[config.mk]
export PLATFORM = sky130hd
export DESIGN_NAME = fft_bf_sequencer
export DESIGN_NICKNAME = d
export VERILOG_FILES = /design/src/rtl/fft_ctrl_pkg.sv /design/src/rtl/fft_bf_index.sv /design/src/rtl/fft_bf_sequencer.sv
export SDC_FILE = /design/constraint.sdc
export NUM_CORES = 1
export LEC_CHECK = 0
export ABC_AREA = 1
export BUFFER_PORTS_ARGS = -buffer_cell sky130_fd_sc_hd__clkbuf_2
export CAP_MARGIN = 40
export CORE_ASPECT_RATIO = 0.75
export CORE_MARGIN = 2
export CORE_UTILIZATION = 40
export DETAILED_ROUTE_END_ITERATION = 10
export GPL_ROUTABILITY_DRIVEN = 1
export SETUP_SLACK_MARGIN = 0.05
export SYNTH_ARGS = -nofsm -noshare
export SYNTH_HDL_FRONTEND = slang
export SYNTH_SLANG_ARGS = --single-unit
export TNS_END_PERCENT = 50
[constraint.sdc]
create_clock -name clk -period 3.4 [get_ports clk]
set_clock_uncertainty 0.15 [all_clocks]
set_input_delay 0 -clock clk [delete_from_list [all_inputs] [get_ports clk]]
set_output_delay 0 -clock clk [all_outputs]
set_load 0.02 [all_outputs]
[src/rtl/fft_ctrl_pkg.sv]
// Shared control definitions for the in-place radix-2 FFT.
//   state_t  : sequencer FSM states
//   SEL_*    : word_sel / ld_sel codes naming the four butterfly operand words.
//              Bit 1 selects the b operand, bit 0 selects the imaginary half of RAM.
package fft_ctrl_pkg;

    typedef enum logic [2:0] {
        IDLE,
        LOAD,
        DRAIN,
        WAIT,
        STORE,
        DONE
    } state_t;

    localparam logic [1:0] SEL_A_RE = 2'd0;
    localparam logic [1:0] SEL_A_IM = 2'd1;
    localparam logic [1:0] SEL_B_RE = 2'd2;
    localparam logic [1:0] SEL_B_IM = 2'd3;

endpackage

[src/rtl/fft_bf_index.sv]
// Butterfly index generator (purely combinational).
// For stage s and butterfly j it produces the two operand indices and the
// twiddle ROM index of the in-place radix-2 DIT FFT.
//   stage       in  current stage s
//   j           in  butterfly number within the stage
//   a, b        out operand indices, b = a + 2**s
//   twiddle_idx out twiddle ROM index for this butterfly
module fft_bf_index #(
    parameter int N_LOG2  = 9,
    parameter int STAGE_W = $clog2(N_LOG2)
) (
    input  logic [STAGE_W-1:0] stage,
    input  logic [N_LOG2-2:0]  j,
    output logic [N_LOG2-1:0]  a,
    output logic [N_LOG2-1:0]  b,
    output logic [N_LOG2-2:0]  twiddle_idx
);

    logic [N_LOG2-1:0] half;
    logic [N_LOG2-1:0] pos;
    logic [N_LOG2-1:0] grp;

    always_comb begin
        half = N_LOG2'(1) << stage;
        pos  = {1'b0, j} & (half - N_LOG2'(1));
        grp  = {1'b0, j} >> stage;
        // Stage is widened by one bit so s+1 cannot wrap at the last stage.
        a    = (grp << ({1'b0, stage} + (STAGE_W+1)'(1))) | pos;
        b    = a + half;
        // pos < 2**s, so the shifted value always fits in N_LOG2-1 bits.
        twiddle_idx = (N_LOG2-1)'(pos << ((STAGE_W+1)'(N_LOG2 - 1) - {1'b0, stage}));
    end

endmodule

[src/rtl/fft_bf_sequencer.sv]
// Top-level sequencer for the in-place radix-2 DIT FFT.
// Walks every stage and butterfly; per butterfly it reads a_re, a_im, b_re,
// b_im, starts the butterfly unit, waits for bf_done, then writes the four
// results back to the same addresses.
//   clk, nrst    clock, asynchronous active-low reset
//   start        begin a full FFT (sampled in IDLE only)
//   bf_done      butterfly result ready (sampled in WAIT only)
//   mem_addr     sample RAM address: real part at k, imaginary part at k+N
//   mem_rd_en    read strobe, RAM data valid the following cycle
//   mem_wr_en    write strobe
//   word_sel     operand word accessed this cycle (SEL_* codes)
//   ld_valid     RAM read data valid this cycle
//   ld_sel       word_sel of the read whose data is on the RAM output
//   twiddle_idx  twiddle ROM index for the current butterfly
//   bf_start     one-cycle pulse, all four operands delivered
//   stage        current stage number
//   busy         high in every state except IDLE
//   done         one-cycle pulse on FFT completion
module fft_bf_sequencer
    import fft_ctrl_pkg::*;
#(
    parameter int N_LOG2 = 9,
    parameter int ADDR_W = N_LOG2 + 1
) (
    input  logic                       clk,
    input  logic                       nrst,
    input  logic                       start,
    input  logic                       bf_done,
    output logic [ADDR_W-1:0]          mem_addr,
    output logic                       mem_rd_en,
    output logic                       mem_wr_en,
    output logic [1:0]                 word_sel,
    output logic                       ld_valid,
    output logic [1:0]                 ld_sel,
    output logic [N_LOG2-2:0]          twiddle_idx,
    output logic                       bf_start,
    output logic [$clog2(N_LOG2)-1:0]  stage,
    output logic                       busy,
    output logic                       done
);

    localparam int                  STAGE_W    = $clog2(N_LOG2);
    localparam int                  J_W        = N_LOG2 - 1;
    localparam logic [J_W-1:0]      J_LAST     = '1;
    localparam logic [STAGE_W-1:0]  STAGE_LAST = STAGE_W'(N_LOG2 - 1);

    state_t               state, next_state;
    logic [1:0]           sub, next_sub;        // word counter inside LOAD / STORE
    logic [J_W-1:0]       j, next_j;            // butterfly counter
    logic [STAGE_W-1:0]   stage_cnt, next_stage;
    logic                 wait_first;           // high during the first WAIT cycle
    logic [N_LOG2-1:0]    a, b, base;
    logic                 access;

    fft_bf_index #(
        .N_LOG2  (N_LOG2),
        .STAGE_W (STAGE_W)
    ) u_index (
        .stage       (stage_cnt),
        .j           (j),
        .a           (a),
        .b           (b),
        .twiddle_idx (twiddle_idx)
    );

    // State and counter registers; the load tag pipeline is the same registers delayed.
    // NOTE: sequential state uses non-blocking assignments so every flop samples
    // pre-edge values, independent of statement order.
    always_ff @(posedge clk or negedge nrst) begin
        if (!nrst) begin
            state      <= IDLE;
            sub        <= '0;
            j          <= '0;
            stage_cnt  <= '0;
            wait_first <= 1'b0;
            ld_valid   <= 1'b0;
            ld_sel     <= '0;
        end else begin
            state      <= next_state;
            sub        <= next_sub;
            j          <= next_j;
            stage_cnt  <= next_stage;
            wait_first <= (state == DRAIN);
            ld_valid   <= mem_rd_en;
            ld_sel     <= word_sel;
        end
    end

    // Next-state and counter update.
    // NOTE: every signal gets a default first so no path leaves it unassigned,
    // which would otherwise infer a latch.
    always_comb begin
        next_state = state;
        next_sub   = sub;
        next_j     = j;
        next_stage = stage_cnt;
        case (state)
            IDLE: begin
                if (start) begin
                    next_state = LOAD;
                    next_sub   = SEL_A_RE;
                end
            end
            LOAD: begin
                next_sub = sub + 2'd1;
                if (sub == SEL_B_IM) next_state = DRAIN;
            end
            DRAIN: next_state = WAIT;
            WAIT: begin
                if (bf_done) next_state = STORE;
            end
            STORE: begin
                next_sub = sub + 2'd1;
                if (sub == SEL_B_IM) begin
                    next_state = LOAD;
                    if (j == J_LAST) begin
                        next_j = '0;
                        if (stage_cnt == STAGE_LAST) begin
                            next_stage = '0;
                            next_state = DONE;
                        end else begin
                            next_stage = stage_cnt + STAGE_W'(1);
                        end
                    end else begin
                        next_j = j + J_W'(1);
                    end
                end
            end
            DONE:    next_state = IDLE;
            default: next_state = IDLE;
        endcase
    end

    // Outputs decoded from the registered state and counters.
    always_comb begin
        mem_rd_en = (state == LOAD);
        mem_wr_en = (state == STORE);
        access    = mem_rd_en || mem_wr_en;
        word_sel  = access ? sub : SEL_A_RE;
        base      = word_sel[1] ? b : a;
        mem_addr  = access ? ADDR_W'({word_sel[0], base}) : '0;
        bf_start  = (state == WAIT) && wait_first;
        busy      = (state != IDLE);
        done      = (state == DONE);
    end

    assign stage = stage_cnt;

endmodule
Word-level counts from Yosys, hierarchy flattened
Index checks and enable logic that the tools add are counted.
{ "totals": {"reg_bits": 21, "in_bits": 4} }
{ "classes": {"n_reduce_logical": 10, "bitwise_logic": 2, "muxes": 14, "n_eq_ne": 12, "addsub": 7, "shift": 4} }
{ "op_table": {"columns": ["operator", "count"], "rows": [
  ["$mux W3", 6],
  ["$pmux W3 S5", 1],
  ["$mux W10", 1],
  ["$add A9 B9 Y9", 1],
  ["$and A8 B9 Y9", 1],
  ["$mux W9", 1],
  ["$or A9 B9 Y9", 1],
  ["$shl A1 B4 Y9 const A", 1],
  ["$shl A9 B5 Y8", 1],
  ["$shl A9 B5 Y9", 1],
  ["$shr A8 B4 Y9", 1],
  ["$sub A9 B1 Y9 const B", 1],
  ["$add A8 B1 Y8 const B", 1],
  ["$eq A8 B8 Y1 const B", 1],
  ["$mux W8", 1],
  ["$eq A3 B2 Y1 const B", 2],
  ["$eq A3 B3 Y1 const B", 2],
  ["$add A4 B1 Y5 const B", 1],
  ["$sub A4 B4 Y5 const A", 1],
  ["$add A4 B1 Y4 const B", 1],
  ["$eq A4 B4 Y1 const B", 1],
  ["$mux W2", 2],
  ["$mux W4", 1],
  ["$ne A2 B1 Y1 const B", 2],
  ["other kinds (14)", 16]
]} }

Longest topological paths before layout
{ "logic_depth": {"word_depth": 7, "ltp_mapped": 22, "ltp_nobuf": 19} }

Cells and area by module
Synthesis repeated with hierarchy kept, for this count alone.
{ "unflattened": {"hier_cells": 487, "area_unflattened_um2": 3001.6} }
{ "modules_own_cells": {"columns": ["module", "area_per_inst_um2", "cells_per_inst", "n_inst"], "rows": [
  ["fft_bf_index", 1570.3, 282, 1],
  ["fft_bf_sequencer", 1431.4, 205, 1]
]} }

Least setup slack after synthesis
Ideal clock, no wire load.
{ "synth_timing": {"kind": "register to output", "start": "register stage_cnt[0] (netlist: stage[0])", "end": "output port mem_addr[8]", "path_slack_ns": -0.302, "required_ns": 3.250, "arrival_ns": 3.552, "path_buffers": 3, "path_stages_with_launch": 21, "path_cell_list": "dfrtp_1 -> buf_6 -> inv_4 -> buf_6 -> buf_2 -> ha_1 -> ha_1 -> nand2_2 -> ha_1 -> nand2_1 -> o21ai_1 -> a21oi_2 -> nand3b_2 -> ha_1 -> inv_1 -> nor3_1 -> nand2_1 -> a21oi_1 -> nand3b_1 -> a21oi_1 -> nor2_1"} }
{ "synth_between": {"elab_chain_cells": 7, "word_cells_on_any_way": 10} }
{ "synth_lines": {"columns": ["item", "line", "rtl"], "rows": [
  ["from (decl)", "fft_bf_sequencer.sv:50", "logic [STAGE_W-1:0] stage_cnt, next_stage;"],
  ["from (signal assigned)", "fft_bf_sequencer.sv:82", "stage_cnt <= next_stage;"],
  ["$shl A1 B4 Y9", "fft_bf_index.sv:24", "half = N_LOG2'(1) << stage;"],
  ["$sub A9 B1 Y9", "fft_bf_index.sv:25", "pos = {1'b0, j} & (half - N_LOG2'(1));"],
  ["$and A8 B9 Y9", "fft_bf_index.sv:25", null],
  ["$or A9 B9 Y9", "fft_bf_index.sv:28", "a = (grp << ({1'b0, stage} + (STAGE_W+1)'(1))) | pos;"],
  ["$add A9 B9 Y9", "fft_bf_index.sv:29", "b = a + half;"],
  ["$mux W9 (*)", "fft_bf_sequencer.sv:140", "base = word_sel[1] ? b : a;"],
  ["$mux W10 (*)", "fft_bf_sequencer.sv:141", "mem_addr = access ? ADDR_W'({word_sel[0], base}) : '0;"],
  ["to (decl)", "fft_bf_sequencer.sv:29", "output logic [ADDR_W-1:0] mem_addr,"]
]} }
Every way passes the cells marked *; elsewhere a longest branch is shown, timed or not.

Final worst setup path
Same ends and word-level chain as after synthesis.

==> results.json <==
{
  "startpoint_type": "register",
  "die_area_um2": 7929,
  "clock_sinks": 21,
  "fmax_mhz": 303.6,
  "synthCells": 444,
  "rrSetupSlack_ns": 1.35,
  "slew-limit-headroom_pct": 64.76,
  "dpl_worst_slack_ns": -0.02088,
  "p_clk_share_pct": 15.4,
  "drc": 0,
  "rsz0062_at_grt": "true",
  "hold_depth": 4,
  "hold_path_end": "state[1]",
  "portBuffers": 35,
  "area_growth_pct": 31.08,
  "synth-async-reset-ratio_pct": 100.0,
  "drt-total-wl_um": 9120,
  "start_util_pct": 41.91,
  "ys_types": 49,
  "design_area_um2": 3789,
  "maxSlewViolCount": 0,
  "critPathKind": "register to output port",
  "clockBufferDepth": 2,
  "drt_iter0_markers": 297,
  "avgRoutedWirePerCell_um": 15.33,
  "dpl.hpwl_um": 6654,
  "setup_violations": 0,
  "power.switching_mw": 0.5083,
  "synth-simple-area-share_pct": 47.58,
  "vias": 3219,
  "holdWs_ns": 0.02118,
  "gr-total-overflow": 0,
  "synth_top_area_share_pct": 18.18,
  "status": "completed",
  "core_um2": 6897,
  "clk_pin_slew_ns": 0.08,
  "min_from": "bf_done",
  "fillerInstances": 695,
  "p_seq_share_pct": 33.4,
  "cts_tree": "yes",
  "yosys-top-cells-area": "dfrtp_1 18%, nand2_1 14%, nand3_1 12%",
  "worst_slew_pin_slew_ns": 0.5287,
  "post-route-min-period_ns": 3.294,
  "grt_pass1_wl_um": 14370,
  "drtAntennaViolNets": 0,
  "leakage_nw": 1.767,
  "gp_congestion": 0.9789,
  "synthAdderAreaFrac_pct": 8.918,
  "met1_length_um": 4512,
  "diodes": 0,
  "drive_gt1_share_pct": 37.22,
  "yosys_register_bits": 21,
  "grt_pass1_vias": 2821,
  "grt_antenna_before_repair": 0,
  "r2r-start": "j[6]",
  "hp-class": "input pin to register",
  "p_int_mw": 0.5546,
  "synth_compound_area_share_pct": 12.12,
  "finalHoldViolCount": 0,
  "critPathRequiredTime_ns": 3.25,
  "yosysTopAreaCell": "dfrtp_1",
  "swShare_pct": 47.82,
  "clk_latency_ns": 0.26,
  "syn-cell-area_um2": 2890,
  "endpoint_kind": "output port",
  "yosysMostFrequentCell": "nand2_1",
  "arrival_ns": 3.14,
  "rows": 26,
  "critical_path.max_fanout": 5,
  "die_h_um": 77.62,
  "cts_root_buf": "clkbuf_8",
  "synthFlopType": "dfrtp_1",
  "route.top_layer_used": "met4",
  "syn_avg_cell_area_um2": 6.510,
  "dr_wl_met2_um": 3895,
  "timing.rr.end": "stage[3]",
  "htree_levels": 1,
  "dr.pass1.iters": 5,
  "cts_made_buffers": 3,
  "io_pins": 36,
  "ys_seq_area_share_pct": 18.18,
  "setup_ws_ns": 0.1060,
  "finalCritPeriodShare_pct": 96.88,
  "final_nets": 522,
  "die_w_um": 102.2,
  "power.total_mw": 1.063,
  "syn-num-nets": 468,
  "track_usage_pct": 22.47,
  "dr_wl_met3_um": 616,
  "comb_power_share_pct": 51.2,
  "synth.area.mux_share_pct": 0,
  "p_per_area_nw_per_um2": 280.6,
  "synth_top_family_by_area": "simple AND/OR/NAND/NOR gates",
  "vias_per_cell": 5.410,
  "r2r_cells": 6,
  "yosys-top-cells-count": "107 x nand2_1, 71 x nand3_1, 41 x inv_1",
  "grt_max_degree": 24,
  "place_area_um2": 3183,
  "synthXorXnorAreaFrac_pct": 1.212,
  "cap_violations": 0,
  "synth_edf_count": 0,
  "ir_drop_uv": 419.2,
  "yosysWarnings": 0
}
==> kinds of logic after synthesis <==
| family | count (synthesis) |
|---|---|
| AND/OR/NAND/NOR | 270 |
| adder cells (fa/ha/maj) | 20 |
| XOR/XNOR | 4 |
| flip-flops | 21 |
| buffers and inverters | 73 |
| AO/OA/AOI/OAI | 56 |
==> stage by stage <==
stage | util (%) | TNS, ns | instances
final | 54.93 | 0 | 595
after global routing | 54.93 | -0.06482 | 595
after CTS | 48.42 | 0 | 576
after detailed placement | 46.15 | -0.02088 | 570
after global placement | 46.15 | -0.1008 | 570
after floorplan | - | 0 | 444
==> sequential cells by signal (all words and copies together) (netlist names) <==
register and count:
state 3, sub 2, wait_first 1, ld_valid 1
stage 4, j 8, ld_sel 2
==> worst max-delay path: stages (launching register included) <==
cell and delay (ns):
dfrtp_2 0.45, inv_4 0.09, ha_4 0.17, ha_4 0.17, nand2_4 0.06, ha_4 0.18
buf_4 0.14, nand3_2 0.08, a21oi_2 0.07, nand3b_4 0.17, ha_4 0.29, inv_1 0.06
nor3_2 0.19, nand2_2 0.08, a21oi_1 0.13, nand3b_1 0.14, nand3_1 0.10, nand2_2 0.10
nor2_4 0.04, buf_4 0.15
==> worst max path at each step <==
stage          startpoint  cells past startpoint  slack [ns]           to
6_report         stage[0]                     19        0.11  mem_addr[8]
5_1_grt          stage[0]                     19       -0.04  mem_addr[5]
4_1_cts          stage[0]                     16        0.04  mem_addr[8]
3_5_place_dp     stage[0]                     16       -0.02  mem_addr[8]
3_3_place_gp     stage[0]                     16       -0.06  mem_addr[8]
2_1_floorplan    stage[0]                     21        0.06  mem_addr[5]
==> timing repair <==
item	in CTS	in global routing
endpoints found under the hold margin	22	0
hold buffers	2	0
resized for setup	17	62
gates cloned	0	1
pin swaps	3	22
setup buffers	0	19
setup endpoints to repair	6	5
==> per-layer routing <==
layer,track usage [%],up-vias
li1,-,1581
met1,35.82,1490
met2,32.24,134
met3,3.333,14
met4,3.067,0
met5,0,-
==> layout by cell type, fill, tap and decap left out, drive strengths merged, types with 17 or more instances in the layout <==
master / n
buf: 31
inv: 54
nand2: 122
o21ai: 17
nand3: 80
ha: 19
a21oi: 22
clkbuf: 36
dfrtp: 21
nor2: 46
==> power groups by stage <==
stage                     sequential [mW]  clock (mW)  combinational (mW)
after floorplan                     0.364           0               0.385
after global placement              0.356           0               0.520
after detailed placement            0.360           0               0.530
after CTS                           0.355       0.171               0.537
after global routing                0.363       0.180               0.600
final                               0.356       0.163               0.544
==> area by class of cell <==
type | count | area (um2) | share of cell area, %
Timing Repair Buffer | 66 | 481.7 | 12.71
Multi-Input combinational cell | 350 | 2381 | 62.85
Clock buffer | 3 | 41.29 | 1.090
Tap cell | 98 | 122.6 | 3.236
Sequential cell | 21 | 528.0 | 13.94
Clock inverter | 1 | 5.005 | 0.1321
Inverter | 56 | 229.0 | 6.044
Power figures use the tool's default switching activity.
